$ cat config.mk
export PLATFORM = sky130hd
export DESIGN_NAME = serial_parity_rx
export DESIGN_NICKNAME = d
export VERILOG_FILES = /design/src/rtl/serial_parity_rx_pkg.sv /design/src/rtl/serial_parity_rx_xor_gate.sv /design/src/rtl/serial_parity_rx.sv
export SDC_FILE = /design/constraint.sdc
export NUM_CORES = 1
export LEC_CHECK = 0
export ABC_CLOCK_PERIOD_IN_PS = 5000
export CAP_MARGIN = 20
export CORE_ASPECT_RATIO = 1.4
export CORE_MARGIN = 10
export CORE_UTILIZATION = 57
export DETAILED_ROUTE_END_ITERATION = 16
export GPL_TIMING_DRIVEN = 1
export PLACE_DENSITY = 0.94
export SKIP_CTS_REPAIR_TIMING = 1
export SYNTH_ARGS = -nofsm -noshare
export SYNTH_HDL_FRONTEND = slang
export SYNTH_HIERARCHICAL = 1
export SYNTH_SLANG_ARGS = --single-unit
$ cat constraint.sdc
create_clock -name clk -period 5 [get_ports clk]
set_input_delay 0.5 -clock clk [delete_from_list [all_inputs] [get_ports clk]]
set_output_delay 0.5 -clock clk [all_outputs]
set_load 0.02 [all_outputs]
$ cat src/rtl/serial_parity_rx_pkg.sv
// Shared definitions for the serial parity receiver.
//   state_t        : FSM state encoding (IDLE, DATA, PAR)
//   DEFAULT_DATA_W : default number of data bits per frame
package serial_parity_rx_pkg;

    localparam int DEFAULT_DATA_W = 8;

    typedef enum logic [1:0] {
        ST_IDLE = 2'd0,
        ST_DATA = 2'd1,
        ST_PAR  = 2'd2
    } state_t;

endpackage

$ cat src/rtl/serial_parity_rx_xor_gate.sv
// Two-input XOR gate used for the running-parity update.
//   a : current running parity
//   b : incoming serial bit
//   y : a ^ b
module serial_parity_rx_xor_gate (
    input  logic a,
    input  logic b,
    output logic y
);

    assign y = a ^ b;

endmodule

$ cat src/rtl/serial_parity_rx.sv
// Serial frame receiver/checker. Bits arrive MSB first, one per in_valid
// cycle: DATA_W data bits followed by one parity bit. The running XOR of the
// data bits is compared against the received parity bit, and the
// deserialized word is presented together with an error flag.
//   clk        : rising-edge clock
//   rst        : asynchronous active-high reset
//   clr        : synchronous abort, drops any partial frame (beats in_valid)
//   in_valid   : in_bit is valid this cycle
//   in_bit     : serial data, MSB first, parity bit last
//   busy       : a frame is in progress
//   out_valid  : one-cycle pulse, out_data/parity_err just updated
//   out_data   : last completed data word (held)
//   parity_err : parity mismatch flag for out_data (held)
module serial_parity_rx
    import serial_parity_rx_pkg::*;
#(
    parameter int DATA_W = DEFAULT_DATA_W,
    parameter bit ODD    = 1'b0
) (
    input  logic              clk,
    input  logic              rst,
    input  logic              clr,
    input  logic              in_valid,
    input  logic              in_bit,
    output logic              busy,
    output logic              out_valid,
    output logic [DATA_W-1:0] out_data,
    output logic              parity_err
);

    localparam int CNT_W = $clog2(DATA_W + 1);

    state_t              state_q, state_d;
    logic [CNT_W-1:0]    cnt_q, cnt_d;
    logic [DATA_W-1:0]   shift_q, shift_d;
    logic                parity_q, parity_d;
    logic                parity_next;
    logic                out_valid_q, out_valid_d;
    logic [DATA_W-1:0]   out_data_q, out_data_d;
    logic                parity_err_q, parity_err_d;

    serial_parity_rx_xor_gate u_xor (
        .a (parity_q),
        .b (in_bit),
        .y (parity_next)
    );

    always_comb begin
        // NOTE: every signal gets a hold/default value before any branch, so
        // no path leaves it unassigned and no latch is inferred.
        state_d      = state_q;
        cnt_d        = cnt_q;
        shift_d      = shift_q;
        parity_d     = parity_q;
        out_valid_d  = 1'b0;
        out_data_d   = out_data_q;
        parity_err_d = parity_err_q;

        if (clr) begin
            state_d  = ST_IDLE;
            cnt_d    = '0;
            shift_d  = '0;
            parity_d = 1'b0;
        end else if (in_valid) begin
            case (state_q)
                ST_IDLE: begin
                    // First data bit: parity restarts from this bit alone.
                    shift_d  = {shift_q[DATA_W-2:0], in_bit};
                    parity_d = in_bit;
                    cnt_d    = CNT_W'(1);
                    state_d  = ST_DATA;
                end
                ST_DATA: begin
                    shift_d  = {shift_q[DATA_W-2:0], in_bit};
                    parity_d = parity_next;
                    cnt_d    = cnt_q + 1'b1;
                    if (cnt_q == CNT_W'(DATA_W - 1)) begin
                        state_d = ST_PAR;
                    end
                end
                ST_PAR: begin
                    out_data_d   = shift_q;
                    parity_err_d = (in_bit != (parity_q ^ ODD));
                    out_valid_d  = 1'b1;
                    cnt_d        = '0;
                    parity_d     = 1'b0;
                    state_d      = ST_IDLE;
                end
                default: begin
                    state_d = ST_IDLE;
                end
            endcase
        end
    end

    // NOTE: sequential state uses non-blocking assignments so every register
    // samples the pre-edge values regardless of statement order.
    always_ff @(posedge clk or posedge rst) begin
        if (rst) begin
            state_q      <= ST_IDLE;
            cnt_q        <= '0;
            shift_q      <= '0;
            parity_q     <= 1'b0;
            out_valid_q  <= 1'b0;
            out_data_q   <= '0;
            parity_err_q <= 1'b0;
        end else begin
            state_q      <= state_d;
            cnt_q        <= cnt_d;
            shift_q      <= shift_d;
            parity_q     <= parity_d;
            out_valid_q  <= out_valid_d;
            out_data_q   <= out_data_d;
            parity_err_q <= parity_err_d;
        end
    end

    assign busy       = (state_q != ST_IDLE);
    assign out_valid  = out_valid_q;
    assign out_data   = out_data_q;
    assign parity_err = parity_err_q;

endmodule

* Word level (Yosys, flattened, before mapping)
Cells that the tools add are included.
** Word-level totals
- Memories kept :: 0
- Input port bits :: 5
- Bits in latches :: 0
- Bits in writable memories :: 0
- Word-level logic and storage cells :: 41
- ROM bits :: 0
- Register bits after elaboration :: 25
** Cells by class
- Multiply operators :: 0
- Div/mod/pow operators :: 0
- Shift operators :: 0
- Equality and inequality tests :: 5
- Multiplexer cells :: 16
- $add $sub $neg :: 1
- Bitwise logic cells :: 2
- Magnitude comparators :: 0
- Reductions and logical operators :: 10
** Operators by type and width (number)
- $mux 8 :: 3
- $pmux 4 s3 :: 1
- $mux 4 :: 2
- $mux 2 :: 3
- $reduce_and 2->1 :: 3
- $reduce_bool 2->1 :: 3
- $mux 1 :: 5
- $add 4x1->4 const B :: 1
- $eq 4x3->1 const B :: 1
- $pmux 2 s2 :: 1
- $reduce_bool 4->1 :: 1
- $ne 3x3->1 const B :: 1
- $pmux 1 s3 :: 1
- $reduce_and 3->1 :: 1
- $eq 2x1->1 const B :: 1
- $eq 2x2->1 const B :: 1
- $logic_not 2->1 :: 1
- $reduce_or 2->1 :: 1
- $ne 1x1->1 :: 1
- $not 1->1 :: 1
- $xor 1x1->1 :: 1

* Longest topological paths before layout
- Word-level depth :: 5
- Depth in mapped cells :: 6
- Depth with buffers taken out :: 5

* Modules after synthesis
Netlist, hierarchy kept.
** Modules (own cells, without submodules)
- serial_parity_rx :: area each 1248.7 um^2, sequential area each 625.6 um^2, instances 1, cells an instance 102
- serial_parity_rx_xor_gate :: area each 8.8 um^2, sequential area each 0.0 um^2, instances 1, cells an instance 1

* Worst setup path after synthesis
OpenSTA, ideal clock, no wires.
- Path type :: reg-to-reg
- From :: register state_q[0]
- To :: register cnt_q[1]
- Data required time :: 4875 ps
- Cell stages (with the launch flop) :: 7
- Setup slack :: 3345 ps
- Path buffers :: 1
- Data arrival time :: 1530 ps
- Cell sequence :: dfrtp_1 inv_1 ha_1 nor4_2 or2_1 buf_6 mux2_4
** On the way
- Cells in the longest elaborated chain, start to end :: 4
- Elaborated cells between the ends (all ways) :: 8
** RTL lines
- start: declaration :: RTL line serial_parity_rx.sv:33 : state_t state_q, state_d;
- start signal: assignment :: RTL line serial_parity_rx.sv:108 : state_q <= state_d;
- $eq 2x2->1 (tied with other cells) :: RTL line serial_parity_rx.sv:65 : case (state_q)
- $pmux 4 s3 :: RTL line serial_parity_rx.sv:65
- $mux 4 :: RTL line serial_parity_rx.sv:64 : end else if (in_valid) begin
- $mux 4 :: RTL line serial_parity_rx.sv:59 : if (clr) begin
- end signal: assignment :: RTL line serial_parity_rx.sv:109 : cnt_q <= cnt_d;
- end: declaration :: RTL line serial_parity_rx.sv:34 : logic [CNT_W-1:0] cnt_q, cnt_d;
Parallel ways exist; a longest one is shown, timed or not. The select of a mux whose other input is x is not followed.
A chain may end at the register's enable or synchronous reset.

* Final worst setup path
- From :: register state_q[0]
- To :: output busy
** On the way
- Cells in the longest elaborated chain, start to end :: 1
** RTL lines
- $reduce_bool 2->1 :: RTL line serial_parity_rx.sv:118 : assign busy = (state_q != ST_IDLE);
- end: declaration :: RTL line serial_parity_rx.sv:25 : output logic busy,
No other way between the ends.

==> impl_results.md <==
- Max_slew headroom: roughly two fifths
- Area after DPL: 0.00140 mm^2
- Grt ovf: 0
- Critical-path top delay cell: sky130_fd_sc_hd__clkdlybuf4s50_1
- Hold WS: 0.508 ns
- Delay contributed by the slowest stage of the critical path: around 0.60 ns
- Synthesized area: roughly 0.0013 mm^2
- Setup-failing EPs final: 0
- Fraction of synthesized cell area in xor and xnor cells: between 1 and 1.5%
- Fin nets: 129
- Total negative setup slack: 0 ns
- Most frequently used flop master after synthesis: sky130_fd_sc_hd__dfrtp_1
- Arithmetic-cell share of the synthesized area counting full adders, half adders and majority gates: around 5.0%
- Clock transition at the register clock pins on the worst setup and hold paths after CTS: 0.14 ns
- Compound-cell area share of the yosys netlist: under 10%
- Placed instance count: around 140
- Count of inserted antenna diode cells: 0
- Wire length per cell: ~16 um
- Kind of cell adding the most delay to the critical path: buffers and inverters
- Crit path buffers/inverters: 3
- Number of enable flip-flop cells after synthesis: 0
- Share of cell area taken by muxes after synthesis: between 10% and 20%
- First-pass GRT wire length: ~3700 um
- Transition time at the pin with the least slew margin: roughly 0.92 ns
- Shortest period the worst path allows: 2.23 ns
- Count of vias placed by the detailed router: roughly 800
- Flip-flop and latch count after synthesis: 25
- Number of ports placed on the die boundary: 16
- Fraction of layout instances using a drive strength above 1: about a fifth
- HPWL after detailed placement: around 1700 um
- Core Area: around 0.0022 mm^2
- Mean instance size in the synthesized netlist: ~12 um^2
- Post-Syn Nets: 113
- Most Frequent Cell on Critical Path: sky130_fd_sc_hd__inv_1
- Final-report hold violation count: 0
- Area share of the largest cell type after synthesis: between 40 and 50%
- Worst setup EP type: primary output
- Worst clock skew on the final layout: 0.0132 ns
- Launching element type of the critical path: register
- Sequential share of the synthesized area: 49.8%
- Leakage power: about 0.7 nW
- Synth top area cells: sky130_fd_sc_hd__dfrtp_1 50%, sky130_fd_sc_hd__mux2_2 14%, sky130_fd_sc_hd__ha_1 5.0%, sky130_fd_sc_hd__nor2b_1 2.5%, sky130_fd_sc_hd__and2b_1 2.4%
- Die height: between 70 and 80 um
- Post-synth top area cell: sky130_fd_sc_hd__dfrtp_1
- Number of optimization iterations in the first detailed-route pass: 4
- Fraction of the mapped netlist area in simple logic gates: approximately 15%
- Die Area: 0.00451 mm^2
- PortBufs: 15
- Number of distinct library cells after synthesis: 32
- Max Cap Viol: 0
- Number of global-route vias before repair: about 810
- Fraction of registers with async set/reset: 100%
- Most frequent cells after synthesis: 25 x sky130_fd_sc_hd__dfrtp_1, 16 x sky130_fd_sc_hd__mux2_2, 8 x sky130_fd_sc_hd__inv_1
- Clk root buf: sky130_fd_sc_hd__clkbuf_4
- Via density per instance: 5.72
- Status: finished clean
- Die X: 59.7 um
- CTS H-tree depth: 1
- Layout Cell Area excl Fill: between 0.001 and 0.0015 mm^2
- Worst EP arrival: between 1.5 and 2 ns
- Detailed Route WL: between 2000 and 2500 um
- Count of pins over their slew limit: 0
- Setup Crit Path Kind: register to primary output
- Number of antenna-violating nets in the routed design: 0
- Main combinational cell family by area after synthesis: multiplexers
- Most instantiated library cell after synthesis: sky130_fd_sc_hd__dfrtp_1
- Required @ worst endpoint: around 4.5 ns
- Final weighted congestion in routability-driven placement: 0.878
- Worst Path Max Fanout: 4
- Number of warning messages in the yosys log: 6
- Final worst-path cycle share: 44.7%
- FMAX: roughly 450 MHz
- Maximum number of pins on one net before global-route repair: 26
- Number of clock sinks: 25
- Number of buffers on the longest clock path: 2
- Setup repair after global routing missed its margin: no
- Total power: approximately 0.54 mW
- Starting Density: 58.4%
- Crit path cell chain: inv_1 > ha_1 > inv_1 > clkdlybuf4s50_1
- Area delta synth->final: 13.6%
- Final core utilization: between 60% and 70%
- Number of antenna violations at the first check in global routing: 0
- DRC errors left: 0
- PnR worst setup slack: ~2.8 ns
- Post-Place Worst Slack: about 2.5 ns
- CTS Buf Count: 3
- TritonCTS clock tree: built
- Number of instances in the synthesized netlist: 103
- IR Drop Worst-Case VDD: around 0.25 mV
- Overall global routing resource usage: 10.5%
- Clk_lat worst skew: 0.34 ns
- First-iteration detailed-routing DRC count: 7
- HP Class: register to register
- Number of standard-cell rows in the floorplan: 20
- Final non-filler cell total: 140
- PD cells: roughly 380 mW/mm^2
[layout by cell type (no fill, tap or decap), types with 2 or more instances in the layout]
cell type / count
sky130_fd_sc_hd__nand3b_1: 2
sky130_fd_sc_hd__nand2_1: 3
sky130_fd_sc_hd__mux2_4: 2
sky130_fd_sc_hd__dfrtp_1: 25
sky130_fd_sc_hd__clkdlybuf4s50_1: 15
sky130_fd_sc_hd__nor3_1: 2
sky130_fd_sc_hd__o21ai_0: 4
sky130_fd_sc_hd__inv_1: 8
sky130_fd_sc_hd__o31ai_1: 3
sky130_fd_sc_hd__clkbuf_4: 3
sky130_fd_sc_hd__nand3_1: 2
sky130_fd_sc_hd__mux2i_1: 2
sky130_fd_sc_hd__ha_1: 5
sky130_fd_sc_hd__mux2_2: 16
sky130_fd_sc_hd__nor2b_1: 5
sky130_fd_sc_hd__and2b_1: 4
[registers in the layout, summed over array words and instances, names as in the netlist]
signal,cells
out_valid,1
shift_q,8
parity_q,1
parity_err,1
state_q,2
cnt_q,4
out_data,8
[area by class of cell]
type                    instances  area, um^2
repair buffers                 15         150
well taps                      22        27.5
inverters                       8        30.0
fillers                       160         723
clock buffers                   4        26.3
flip-flops and latches         25         626
multi-input cells              66         569
[power breakdown]
part,internal [mW],switching [mW]
Clock,0.0314,0.0610
Combinational,0.0943,0.102
Sequential,0.233,0.0212
[metal layers]
| metal | part of all wire (%) | global-route usage [%] | up-vias |
|---|---|---|---|
| met5 | 0 | 0 | - |
| met4 | 2.6 | 6.75 | 0 |
| met3 | 5.6 | 2.50 | 5 |
| met2 | 52 | 18.0 | 14 |
| met1 | 40 | 11.1 | 402 |
| li1 | - | - | 380 |
[tightest hold or removal path, stage by stage (launching register included)]
cell and delay, ns:
sky130_fd_sc_hd__dfrtp_1 0.37, sky130_fd_sc_hd__nand2_1 0.05, sky130_fd_sc_hd__o21ai_0 0.06
[path summary, 6_finish.rpt]
| check | start | end | slack, ns | cells past startpoint |
|---|---|---|---|---|
| setup / recovery | state_q[0] | busy | 2.77 | 4 |
| hold / removal | parity_err | parity_err | 0.51 | 2 |
| min in group asynchronous | rst | shift_q[3] | 0.64 | 2 |
| max in group asynchronous | rst | shift_q[7] | 3.79 | 2 |
| setup reg to reg | state_q[0] | cnt_q[1] | 3.13 | 5 |
| hold reg to reg | parity_err | parity_err | 0.51 | 2 |
[kinds of logic after synthesis]
logic type	after synthesis
simple gates	29
flops	25
mux	20
buf+inv	12
compound gates	10
fa+ha+maj	5
xor+xnor	2
Power figures use the tool's default switching activity.
